File: config.mk
export PLATFORM = sky130hd
export DESIGN_NAME = wide_alu_serial
export DESIGN_NICKNAME = d
export VERILOG_FILES = /design/src/rtl/wide_alu_serial.sv
export SDC_FILE = /design/constraint.sdc
export NUM_CORES = 2
export LEC_CHECK = 0
export ABC_CLOCK_PERIOD_IN_PS = 4920
export BUFFER_PORTS_ARGS = -buffer_cell sky130_fd_sc_hd__buf_2
export CAP_MARGIN = 25
export CORE_AREA = 4 4 412 414
export DETAILED_ROUTE_END_ITERATION = 8
export DIE_AREA = 0 0 416 418
export GPL_TIMING_DRIVEN = 0
export PLACE_DENSITY = 0.52
export SLEW_MARGIN = 20
export SYNTH_ARGS = -nofsm -noshare
export SYNTH_HDL_FRONTEND = slang
export SYNTH_SLANG_ARGS = --single-unit
File: constraint.sdc
create_clock -name clk_i -period 4.92 [get_ports clk_i]
set_input_delay 0.984 -clock clk_i [delete_from_list [all_inputs] [get_ports clk_i]]
set_output_delay 0.984 -clock clk_i [all_outputs]
set_load 0.03 [all_outputs]
File: src/rtl/wide_alu_serial.sv
// Limb-serial wide ALU (ADD/SUB/XOR/AND/OR, optional shift-add MUL) with a per-step slow-down factor.
// Define WIDE_ALU_SERIAL_MUL_EN to build the multiplier; otherwise opcode 2 is rejected like an invalid one.
module wide_alu_serial #(
  parameter int WIDTH   = 256,
  parameter int LIMB_W  = 32,
  parameter int DELAY_W = 8
) (
  input  logic                 clk_i,
  input  logic                 rst_ni,
  input  logic                 trigger_i,
  input  logic                 clear_err_i,
  input  logic [WIDTH-1:0]     op_a_i,
  input  logic [WIDTH-1:0]     op_b_i,
  input  logic                 op_sel_we_i,
  input  logic [2:0]           op_sel_i,
  output logic [2:0]           op_sel_o,
  input  logic                 deaccel_factor_we_i,
  input  logic [DELAY_W-1:0]   deaccel_factor_i,
  output logic [DELAY_W-1:0]   deaccel_factor_o,
  output logic [2*WIDTH-1:0]   result_o,
  output logic [1:0]           status_o
);

  localparam int N     = WIDTH / LIMB_W;
  localparam int CNT_W = $clog2(WIDTH + 1);

  localparam logic [2:0] OP_ADD = 3'd0;
  localparam logic [2:0] OP_SUB = 3'd1;
  localparam logic [2:0] OP_MUL = 3'd2;
  localparam logic [2:0] OP_XOR = 3'd3;
  localparam logic [2:0] OP_AND = 3'd4;
  localparam logic [2:0] OP_OR  = 3'd5;

`ifdef WIDE_ALU_SERIAL_MUL_EN
  localparam bit MUL_EN = 1'b1;
`else
  localparam bit MUL_EN = 1'b0;
`endif

  typedef enum logic [1:0] {
    ST_IDLE  = 2'd0,
    ST_BUSY  = 2'd1,
    ST_DONE  = 2'd2,
    ST_ERROR = 2'd3
  } state_e;

  state_e              state_q;
  logic [WIDTH-1:0]    a_q, b_q, acc_q, acc_next;
  logic [2:0]          run_op_q;
  logic [DELAY_W-1:0]  d_q, wait_q;
  logic [CNT_W-1:0]    step_q, last_idx;
  logic                carry_q;
  logic [LIMB_W-1:0]   a_limb, b_limb, limb_res;
  logic [LIMB_W:0]     limb_sum;
  logic                last_step;

  function automatic logic op_valid(input logic [2:0] op);
    return (op <= OP_OR) && (MUL_EN || op != OP_MUL);
  endfunction

  assign status_o = state_q;

  // SUB reuses the adder as a + ~b + 1; the +1 enters through the preset carry.
  // NOTE: every always_comb output gets a default first so no path can infer a latch.
  always_comb begin
    a_limb = a_q[LIMB_W-1:0];
    b_limb = b_q[LIMB_W-1:0];
    if (run_op_q == OP_SUB) b_limb = ~b_limb;
    limb_sum = {1'b0, a_limb} + {1'b0, b_limb} + (LIMB_W+1)'(carry_q);
    limb_res = limb_sum[LIMB_W-1:0];
    case (run_op_q)
      OP_XOR:  limb_res = a_limb ^ b_limb;
      OP_AND:  limb_res = a_limb & b_limb;
      OP_OR:   limb_res = a_limb | b_limb;
      default: limb_res = limb_sum[LIMB_W-1:0];
    endcase
  end

  // Finished limbs enter at the top and drift down, so the LSB limb lands at bit 0.
  assign acc_next  = WIDTH'({limb_res, acc_q} >> LIMB_W);
  assign last_idx  = (run_op_q == OP_MUL) ? CNT_W'(WIDTH - 1) : CNT_W'(N - 1);
  assign last_step = (step_q == last_idx);

`ifdef WIDE_ALU_SERIAL_MUL_EN
  logic [2*WIDTH-1:0] mcand_q, prod_q, prod_next;
  logic               accept, step_en;

  assign accept    = trigger_i && (state_q == ST_IDLE || state_q == ST_DONE) && op_valid(op_sel_o);
  assign step_en   = (state_q == ST_BUSY) && !trigger_i && (wait_q == '0);
  assign prod_next = prod_q + (b_q[0] ? mcand_q : '0);

  always_ff @(posedge clk_i or negedge rst_ni) begin
    if (!rst_ni) begin
      mcand_q <= '0;
      prod_q  <= '0;
    end else if (accept) begin
      mcand_q <= {{WIDTH{1'b0}}, op_a_i};
      prod_q  <= '0;
    end else if (step_en && run_op_q == OP_MUL) begin
      mcand_q <= mcand_q << 1;
      prod_q  <= prod_next;
    end
  end
`endif

  // NOTE: sequential state uses non-blocking assignments so every register samples pre-edge values.
  always_ff @(posedge clk_i or negedge rst_ni) begin
    if (!rst_ni) begin
      op_sel_o         <= '0;
      deaccel_factor_o <= '0;
    end else begin
      if (op_sel_we_i)         op_sel_o         <= op_sel_i;
      if (deaccel_factor_we_i) deaccel_factor_o <= deaccel_factor_i;
    end
  end

  always_ff @(posedge clk_i or negedge rst_ni) begin
    if (!rst_ni) begin
      state_q  <= ST_IDLE;
      a_q      <= '0;
      b_q      <= '0;
      acc_q    <= '0;
      run_op_q <= OP_ADD;
      d_q      <= '0;
      wait_q   <= '0;
      step_q   <= '0;
      carry_q  <= 1'b0;
      result_o <= '0;
    end else begin
      case (state_q)
        ST_IDLE, ST_DONE: begin
          if (trigger_i) begin
            if (op_valid(op_sel_o)) begin
              state_q  <= ST_BUSY;
              a_q      <= op_a_i;
              b_q      <= op_b_i;
              acc_q    <= '0;
              run_op_q <= op_sel_o;
              d_q      <= deaccel_factor_o;
              wait_q   <= deaccel_factor_o;
              step_q   <= '0;
              carry_q  <= (op_sel_o == OP_SUB);
            end else begin
              state_q <= ST_ERROR;
            end
          end
        end
        ST_BUSY: begin
          if (trigger_i) begin
            state_q <= ST_ERROR;
          end else if (wait_q != '0) begin
            wait_q <= wait_q - DELAY_W'(1);
          end else begin
            wait_q  <= d_q;
            step_q  <= step_q + CNT_W'(1);
            a_q     <= a_q >> LIMB_W;
            b_q     <= (run_op_q == OP_MUL) ? (b_q >> 1) : (b_q >> LIMB_W);
            carry_q <= limb_sum[LIMB_W];
            acc_q   <= acc_next;
            if (last_step) begin
              state_q <= ST_DONE;
              case (run_op_q)
                OP_ADD:  result_o <= {{(WIDTH-1){1'b0}}, limb_sum[LIMB_W], acc_next};
`ifdef WIDE_ALU_SERIAL_MUL_EN
                OP_MUL:  result_o <= prod_next;
`endif
                default: result_o <= {{WIDTH{1'b0}}, acc_next};
              endcase
            end
          end
        end
        ST_ERROR: begin
          if (clear_err_i) state_q <= ST_IDLE;
        end
        default: state_q <= ST_IDLE;
      endcase
    end
  end

endmodule
==> qor.yml <==
status: "completed"
worstPathCellList: "clkinv_2 > nand2_1 > nor2_4 > buf_12 > buf_6 > xor2_2 > inv_1 > ha_1 > nand2_1 > a211o_1 > a211oi_1 > o21a_1 > o31ai_4 > o41ai_1 > o21ai_0 > a21oi_1 > o21ai_0"
coreArea_um2: 166300
r2r_start: "run_op_q[2]$_DFFE_PN0P_"
dr_total_vias: 39180
synthTopCellsByCount: "dfrtp_1, nand2_1, inv_1, a21oi_1, clkbuf_1"
nets: 6120
area.growth.synth_to_final_pct: 26.56
async_reset_ff_share_pct: 100.0
critPathRequiredTime_ns: 5.50
netlist_instances: 4338
arrival_ns: 5.33
power_mw: 34.55
overflow: 0
end_kind: "register"
cts_inserted_buffers: 116
synth_edf_count: 0
crit_family: "compound AO/OA/AOI/OAI gates"
fin_crit_ns: 4.750
track_usage_pct: 21.42
die_h_um: 418
critPathLaunchType: "register"
final_antenna_net_count: 0
place_congestion: 0.8959
syn_area_um2: 47360
die_x_um: 416
synth_top_area_share_pct: 54.69
routed_via_density: 4.963
grt_pass1_wl_um: 274600
pin_count: 1054
finalSetupViolCount: 0
cap_violations: 0
yosysTopAreaCell: "dfrtp_1"
drive_gt1_share_pct: 27.62
worst-path-buf-inv: 4
dieArea_um2: 173900
start_util_pct: 28.48
drt_pass1_iterations: 8
finalHoldViolCount: 0
antenna_found_initial: 106
worst_slew_pin_slew_ns: 1.111
vdd_drop_max_uv: 336.9
p_leak_nw: 30.48
netlist_top_cells_area: "dfrtp_1, nand2_1, mux2_2, a221o_1, a222oi_1"
clock_path_buffers: 3
ys_types: 64
stdcell_count: 7895
timing.fmax_ghz: 0.2105
cts_tree: "done"
grt_pass1_vias: 38700
root_buffer: "clkbuf_16"
synth_warnings: 0
cts_max_level: 3
synthFlopType: "dfrtp_1"
post_drt_wl_per_cell_um: 24.47
max_stage_delay_ns: 0.51
path_clk_slew_ns: 0.06
rsz0062_at_grt: "false"
routed_wl_um: 193200
fill_cells: 16930
final_max_slew_viol_count: 0
avgSynthCellArea_um2: 10.92
io_buffer_count: 797
reg2reg_slack_ns: 0.17
drcViolationCount: 0
grt_max_degree: 132
max_slew_margin_pct: 25.94
p_per_area_nw_per_um2: 576.4
yosysMostFrequentCell: "dfrtp_1"
r2r-end: "acc_q[255]$_DFFE_PN0P_"
path_class: "register to register"
placed_cells: 7606
hpwl_um: 155100
fin_crit_sh_pct: 96.55
min_path_type: "input pin to async pin"
fin_util_pct: 36.04
clk_latency_ns: 0.77
r2r.worst_path.cells: 17
ys_seq_elements: 1035
ys_seq_area_share_pct: 54.69
drtIter0Drc: 3558
cts_sinks: 1035
path_max_fanout: 10
row_count: 150
skew_ns: 0.02953
crit_path_top_delay_cell: "o41ai_1"
-- through the flow --
step | worst slack [ns] | cell area [µm²] | hold slack (ns) | TNS [ns]
2_1_floorplan | 0.6222 | 48310 | 0.4406 | 0
3_3_place_gp | -20.79 | 55060 | 0.4593 | -
3_5_place_dp | -1.861 | 55370 | 0.4627 | -58.84
4_1_cts | -0.06167 | 59550 | 0.2320 | -0.1244
5_1_grt | 0.01584 | 59860 | 0.2538 | 0
6_report | 0.1696 | 59930 | 0.2495 | 0
-- metal layers --
| metal | wire (µm) | share of wire, % | up-vias | global-route usage [%] |
|---|---|---|---|---|
| li1 | - | - | 17840 | - |
| met1 | 71600 | 37 | 19590 | 23.99 |
| met2 | 100300 | 52 | 1376 | 38.37 |
| met3 | 12720 | 6.6 | 330 | 5.341 |
| met4 | 8300 | 4.3 | 52 | 9.641 |
| met5 | 337 | 0.17 | - | 0 |
-- cells by family (layout without fill, tap and decap cells) --
logic type      count (synthesis)  in the layout  synth area share, %
other cells                     1            331             0.007919
mux                           253            253                6.000
fa+ha+maj                      69             69                1.855
flops                        1035           1035                54.69
simple gates                  811            811                6.817
compound gates               1221           1221                20.40
xor+xnor                       46             46               0.8508
buf+inv                       902           1925                9.374
-- cells in the final DEF, fill, tap and decap left out, types with 19 or more instances in the layout --
| cell type | Yosys | final |
|---|---|---|
| nand2_1 | 643 | 643 |
| diode_2 | 0 | 76 |
| a222oi_1 | 224 | 224 |
| nor2_1 | 81 | 80 |
| a22oi_1 | 33 | 33 |
| buf_2 | 38 | 833 |
| ha_1 | 67 | 67 |
| mux2_1 | 43 | 43 |
| a21oi_1 | 301 | 298 |
| clkbuf_16 | 0 | 119 |
| a22o_1 | 237 | 237 |
| xor2_1 | 38 | 23 |
| inv_1 | 305 | 305 |
| dfrtp_1 | 1035 | 1034 |
| conb_1 | 1 | 255 |
| buf_4 | 255 | 259 |
| a211oi_1 | 20 | 19 |
| mux2_2 | 204 | 204 |
| clkinv_2 | 0 | 20 |
| a221o_1 | 227 | 227 |
| clkbuf_8 | 0 | 26 |
| clkbuf_1 | 286 | 301 |
| o21ai_0 | 87 | 86 |
-- registers in the layout, indices dropped and copies added (netlist names) --
register	flops
a_q	256
acc_q	224
b_q	256
carry_q	1
d_q	8
deaccel_factor_o	8
op_sel_o	3
result_o	257
run_op_q	3
status_o	2
step_q	9
wait_q	8
-- where the power goes --
part	total (mW)	switching, mW	internal [mW]
logic	12.4	7.74	4.66
clock network	9.14	3.71	5.43
registers	13.0	2.32	10.7
-- layout make-up --
cell class | count | area (µm²) | area share, %
Sequential cell | 1035 | 25900 | 43.22
Multi-Input combinational cell | 2655 | 18290 | 30.52
Timing Repair Buffer | 813 | 4328 | 7.221
Clock buffer | 166 | 3415 | 5.697
Buffer | 595 | 3314 | 5.530
Tap cell | 2204 | 2758 | 4.601
Inverter | 306 | 1150 | 1.919
Clock inverter | 45 | 586.8 | 0.9791
Antenna cell | 76 | 190.2 | 0.3173
-- worst max-delay path by stage --
stage / startpoint / endpoint / slack (ns) / depth (start not counted)
detailed placement: run_op_q[0]$_DFFE_PN0P_ / result_o[251]$_DFFE_PN0P_ / -1.86 / 16
floorplan: run_op_q[0]$_DFFE_PN0P_ / result_o[252]$_DFFE_PN0P_ / 0.62 / 18
finish: run_op_q[2]$_DFFE_PN0P_ / acc_q[255]$_DFFE_PN0P_ / 0.17 / 17
CTS: run_op_q[0]$_DFFE_PN0P_ / result_o[250]$_DFFE_PN0P_ / -0.06 / 19
global placement: rst_ni / b_q[139]$_DFFE_PN0P_ / -20.79 / 1
global route: run_op_q[2]$_DFFE_PN0P_ / result_o[250]$_DFFE_PN0P_ / 0.02 / 19
-- worst register-to-register path, delay by kind of cell (launching register included) --
family,cells,cell delay [ns]
flip-flops,1,0.47
adder cells (fa/ha/maj),1,0.40
XOR/XNOR,1,0.38
AO/OA/AOI/OAI,8,2.31
buffers and inverters,4,0.63
AND/OR/NAND/NOR,3,0.42
-- timing repair --
action | 4_1_cts | 5_1_grt
buffers inserted | 3 | 0
setup endpoints to repair | 61 | 22
resized for setup | 27 | 29
hold buffers | 0 | 0
pin swaps | 1 | 1
No activity file was read; power rests on OpenSTA's default activity.
